### src/rtl/barrel_shift_arbiter.sv
// Two-requester round-robin front end for a shared logical barrel shifter.
// The granted operation is shifted combinationally and its result is held in a one-entry output register.
module barrel_shift_arbiter #(
    parameter int DATA_WIDTH = 8,
    parameter int SHIFT_W    = 3
) (
    input  logic                  clk,
    input  logic                  rst,

    input  logic                  req0_valid,
    output logic                  req0_ready,
    input  logic [DATA_WIDTH-1:0] req0_data,
    input  logic                  req0_dir,
    input  logic [SHIFT_W-1:0]    req0_shift,

    input  logic                  req1_valid,
    output logic                  req1_ready,
    input  logic [DATA_WIDTH-1:0] req1_data,
    input  logic                  req1_dir,
    input  logic [SHIFT_W-1:0]    req1_shift,

    output logic                  out_valid,
    input  logic                  out_ready,
    output logic [DATA_WIDTH-1:0] out_data,
    output logic                  out_id
);

    // Handshake: a transfer happens on a rising edge where valid and ready are both high.
    // Ready never waits on a later valid; valid may drop at any time before it is granted.

    typedef enum logic {
        ST_EMPTY = 1'b0,
        ST_FULL  = 1'b1
    } state_t;

    state_t                state_q, state_d;
    logic                  rr_ptr_q, rr_ptr_d;
    logic [DATA_WIDTH-1:0] out_data_q, out_data_d;
    logic                  out_id_q, out_id_d;

    logic                  can_accept;
    logic                  grant_valid;
    logic                  grant_id;
    logic                  accept;
    logic                  drain;

    logic [DATA_WIDTH-1:0] sh_data_in;
    logic                  sh_dir;
    logic [SHIFT_W-1:0]    sh_amt;
    logic [DATA_WIDTH-1:0] sh_data_out;

    assign out_valid = (state_q == ST_FULL);
    assign out_data  = out_data_q;
    assign out_id    = out_id_q;

    // Readies are gated by rst so nothing can be accepted on the reset edge.
    always_comb begin
        can_accept  = !out_valid || out_ready;
        grant_valid = req0_valid || req1_valid;
        grant_id    = 1'b0;
        if (req0_valid && req1_valid) begin
            grant_id = rr_ptr_q;
        end else if (req1_valid) begin
            grant_id = 1'b1;
        end
        req0_ready = !rst && can_accept && grant_valid && (grant_id == 1'b0) && req0_valid;
        req1_ready = !rst && can_accept && grant_valid && (grant_id == 1'b1) && req1_valid;
        accept     = req0_ready || req1_ready;
        drain      = out_valid && out_ready;
    end

    always_comb begin
        sh_data_in = '0;
        sh_dir     = 1'b0;
        sh_amt     = '0;
        if (grant_valid) begin
            if (grant_id) begin
                sh_data_in = req1_data;
                sh_dir     = req1_dir;
                sh_amt     = req1_shift;
            end else begin
                sh_data_in = req0_data;
                sh_dir     = req0_dir;
                sh_amt     = req0_shift;
            end
        end
    end

    // Logarithmic shifter: stage i moves the word by 2**i when shift bit i is set, zero filling.
    always_comb begin : shifter
        logic [DATA_WIDTH-1:0] stage;
        stage = sh_data_in;
        for (int i = 0; i < SHIFT_W; i++) begin
            if (sh_amt[i]) begin
                if (sh_dir) begin
                    stage = stage >> (2 ** i);
                end else begin
                    stage = stage << (2 ** i);
                end
            end
        end
        sh_data_out = stage;
    end

    always_comb begin
        state_d    = state_q;
        rr_ptr_d   = rr_ptr_q;
        out_data_d = out_data_q;
        out_id_d   = out_id_q;
        case (state_q)
            ST_EMPTY: begin
                if (accept) begin
                    state_d = ST_FULL;
                end
            end
            ST_FULL: begin
                if (drain && !accept) begin
                    state_d = ST_EMPTY;
                end
            end
            default: state_d = ST_EMPTY;
        endcase
        // A fresh result overwrites the register even when the old one drains on the same edge.
        if (accept) begin
            out_data_d = sh_data_out;
            out_id_d   = grant_id;
            rr_ptr_d   = ~grant_id;
        end
    end

    always_ff @(posedge clk) begin
        if (rst) begin
            state_q    <= ST_EMPTY;
            rr_ptr_q   <= 1'b0;
            out_data_q <= '0;
            out_id_q   <= 1'b0;
        end else begin
            state_q    <= state_d;
            rr_ptr_q   <= rr_ptr_d;
            out_data_q <= out_data_d;
            out_id_q   <= out_id_d;
        end
    end

endmodule

### config.mk
export PLATFORM = sky130hd
export DESIGN_NAME = barrel_shift_arbiter
export DESIGN_NICKNAME = d
export VERILOG_FILES = /design/src/rtl/barrel_shift_arbiter.sv
export SDC_FILE = /design/constraint.sdc
export NUM_CORES = 1
export LEC_CHECK = 0
export ABC_AREA = 1
export CORE_MARGIN = 10
export CORE_UTILIZATION = 44
export DETAILED_ROUTE_END_ITERATION = 6
export PLACE_DENSITY = 0.85
export SYNTH_ARGS = -nofsm -noshare
export SYNTH_HDL_FRONTEND = slang
export SYNTH_SLANG_ARGS = --single-unit
### constraint.sdc
create_clock -name clk -period 1.9 [get_ports clk]
set_clock_uncertainty 0.15 [all_clocks]
set_input_delay 0.38 -clock clk [delete_from_list [all_inputs] [get_ports clk]]
set_output_delay 0.38 -clock clk [all_outputs]
set_load 0.01 [all_outputs]
==> results.toml <==
[routing]
via_per_inst = 4.94
route.vias.total = 1383
drt-met1-wl_um = 1590
antenna_left = 0
wl_per_cell_um = 13.1
drt_wl_total_um = 3670
met2RoutedLength_um = 1870
wl_met3_um = 174
drc = 0
highest_layer = "met4"
drt-initial-drc-count = 65
dr.pass1.iters = 4

[cts]
postCtsHoldBufs = 0
numCtsBuffers = 3
htreeDepth = 1
clk_root_buffer_cell = "clkbuf_4"
clk_path_buf_depth = 2
cts_tree = "built"
clkSinkCount = 11
clkTransAtPathRegs_ns = 0.06
insertion_delay_ns = 0.26

[logic_synthesis]
ys_ff_latch = 11
ys_seq_area_share_pct = 20.0
yosysUniqueCellTypes = 19
syn-mean-instance-area_sq_um = 5.84
syn-num-nets = 217
synth_cells = 188
yosysWarnings = 0
syn-cell-area_sq_um = 1100

[timing]
fin_ws_ns = 0.0340
drv_slew = 0
setup_violations = 0
post-route-period-util_pct = 98.2
worst_pin_slew_ns = 0.245
holdWs_ns = 0.318
grt_setup_unrepaired = "true"
max_slew_margin_pct = 83.6
fmax_mhz = 536
hold_violations = 0
post-route-min-period_ns = 1.87

[die]
die_area_sq_um = 4900
die_y_um = 70.0
dieWidth_um = 70.0
core_sq_um = 2430
initial_core_util_pct = 45.2
rows = 18
ios = 41

[final_layout]
diodes = 0
nets = 280
drive_gt1_share_pct = 36.8
fillers = 184
seqCellArea_sq_um = 221
area_delta_synth_final_pct = 70.2
final_common_cell = "nand2_1"
multi_input_area_sq_um = 905
final_cell_mix = "58 x nand2_1, 32 x clkdlybuf4s50_1, 20 x buf_4, 16 x inv_1, 13 x nand3_2"

[global_route]
antenna_found_initial = 0
grt_first_pass_wirelength_um = 5830
overflow = 0
track_usage_pct = 13.7
grt_pass1_vias = 1338
grt_start_max_net_pins = 12

[worst_setup_path]
required_ns = 1.90
path_class = "in2reg"
path_buf_inv = 3
max_stage_delay_ns = 0.25
cp_top_family = "simple AND/OR/NAND/NOR gates"
critPathCaptureType = "flop"
crit_fanout = 11
critPathSlowestCell = "dlygate4sd2_1"
path_cells = "dlygate4sd2_1, buf_6, nand2_8, buf_8, nand2_1, nand2_1, nor2_4, nand2_1, nand2_1, a21oi_2, a21oi_2, nor2_1, nor2_1"
crit_path_start_kind = "input pin"
worst_path_most_repeated_cell = "nand2_1"
critPathArrivalTime_ns = 1.86

[pwr]
peakVddDrop_v = 0.000555
finalPower_w = 0.000931
leakagePower_nw = 0.934
power_density_nw_per_um2 = 498

[run_status]
outcome = "finished clean"

[place]
dp_hpwl_um = 2630
portBuffers = 40
pre_cts_slack_ns = -0.540
place_congestion = 0.860

[flow_run]
cap_violations = 0

[min_path]
hold_class = "reg2reg"
## area by class of cell
type                       instances  share of cell area, %
multi-input combinational        150                   48.4
tap                               30                   2.01
sequential                        11                   11.8
timing repair buffer              64                   31.7
inverter                          21                   4.62
clock buffer                       4                   1.41
## metrics by stage
step           instances  instance area [sq um]  util, %  TNS [ns]
2_1_floorplan        188                   1100        -         0
3_3_place_gp         269                   1600     65.7     -4.57
3_5_place_dp         269                   1600     65.7     -4.94
4_1_cts              278                   1750     72.1         0
5_1_grt              280                   1870     76.9    -0.243
6_report             280                   1870     76.9         0
## cells in the mapped netlist (all sizes together)
master | count | share of area, %
a21oi | 17 | 7.7
nand3 | 26 | 16
nor2 | 20 | 9.1
nand2 | 75 | 28
o21ai | 10 | 5.2
dfxtp | 11 | 20
or2 | 1 | 0.57
buf | 6 | 5.9
a31o | 1 | 0.80
inv | 21 | 7.2
## report_power, final
group | switching, W | internal, W | total, W | leakage [nW]
clock network | 0.0000657 | 0.0000809 | 0.000147 | 0.0150
logic | 0.000280 | 0.000242 | 0.000522 | 0.828
registers | 0.0000102 | 0.000252 | 0.000262 | 0.0911
## state kept, by name (all words and copies together), names as in the netlist
register and cells:
out_data 8, rr_ptr_q 1, out_id 1, out_valid 1
## routing by layer
layer | vias up | GRT usage, %
met5 | - | 0
met4 | 0 | 5.92
met3 | 6 | 2.82
met2 | 42 | 24.2
met1 | 614 | 15.5
li1 | 721 | -
## what timing repair did
item                       CTS  global route
setup buffers                5             2
setup endpoints to repair   10            10
resized for setup           36            34
pin swaps                   13            17
## tightest hold or removal path, delay by kind of cell, from the launching register on
family | cells | cell delay (ns)
compound gates | 1 | 0.05
flops | 1 | 0.31
simple gates | 1 | 0.06
## cells by family after synthesis
group / after synthesis / synth area share [%]
compound gates: 28 / 13.8
flops: 11 / 20.0
buf+inv: 27 / 13.1
simple gates: 122 / 53.1
## worst paths after layout
check	from	endpoint	slack (ns)	cells past startpoint
max reg2reg	rr_ptr_q	out_data[6]	0.06	13
min	out_id	out_id	0.32	2
max	req1_valid	out_data[6]	0.03	13
min reg2reg	out_id	out_id	0.32	2
No activity file was read; power rests on OpenSTA's default activity.
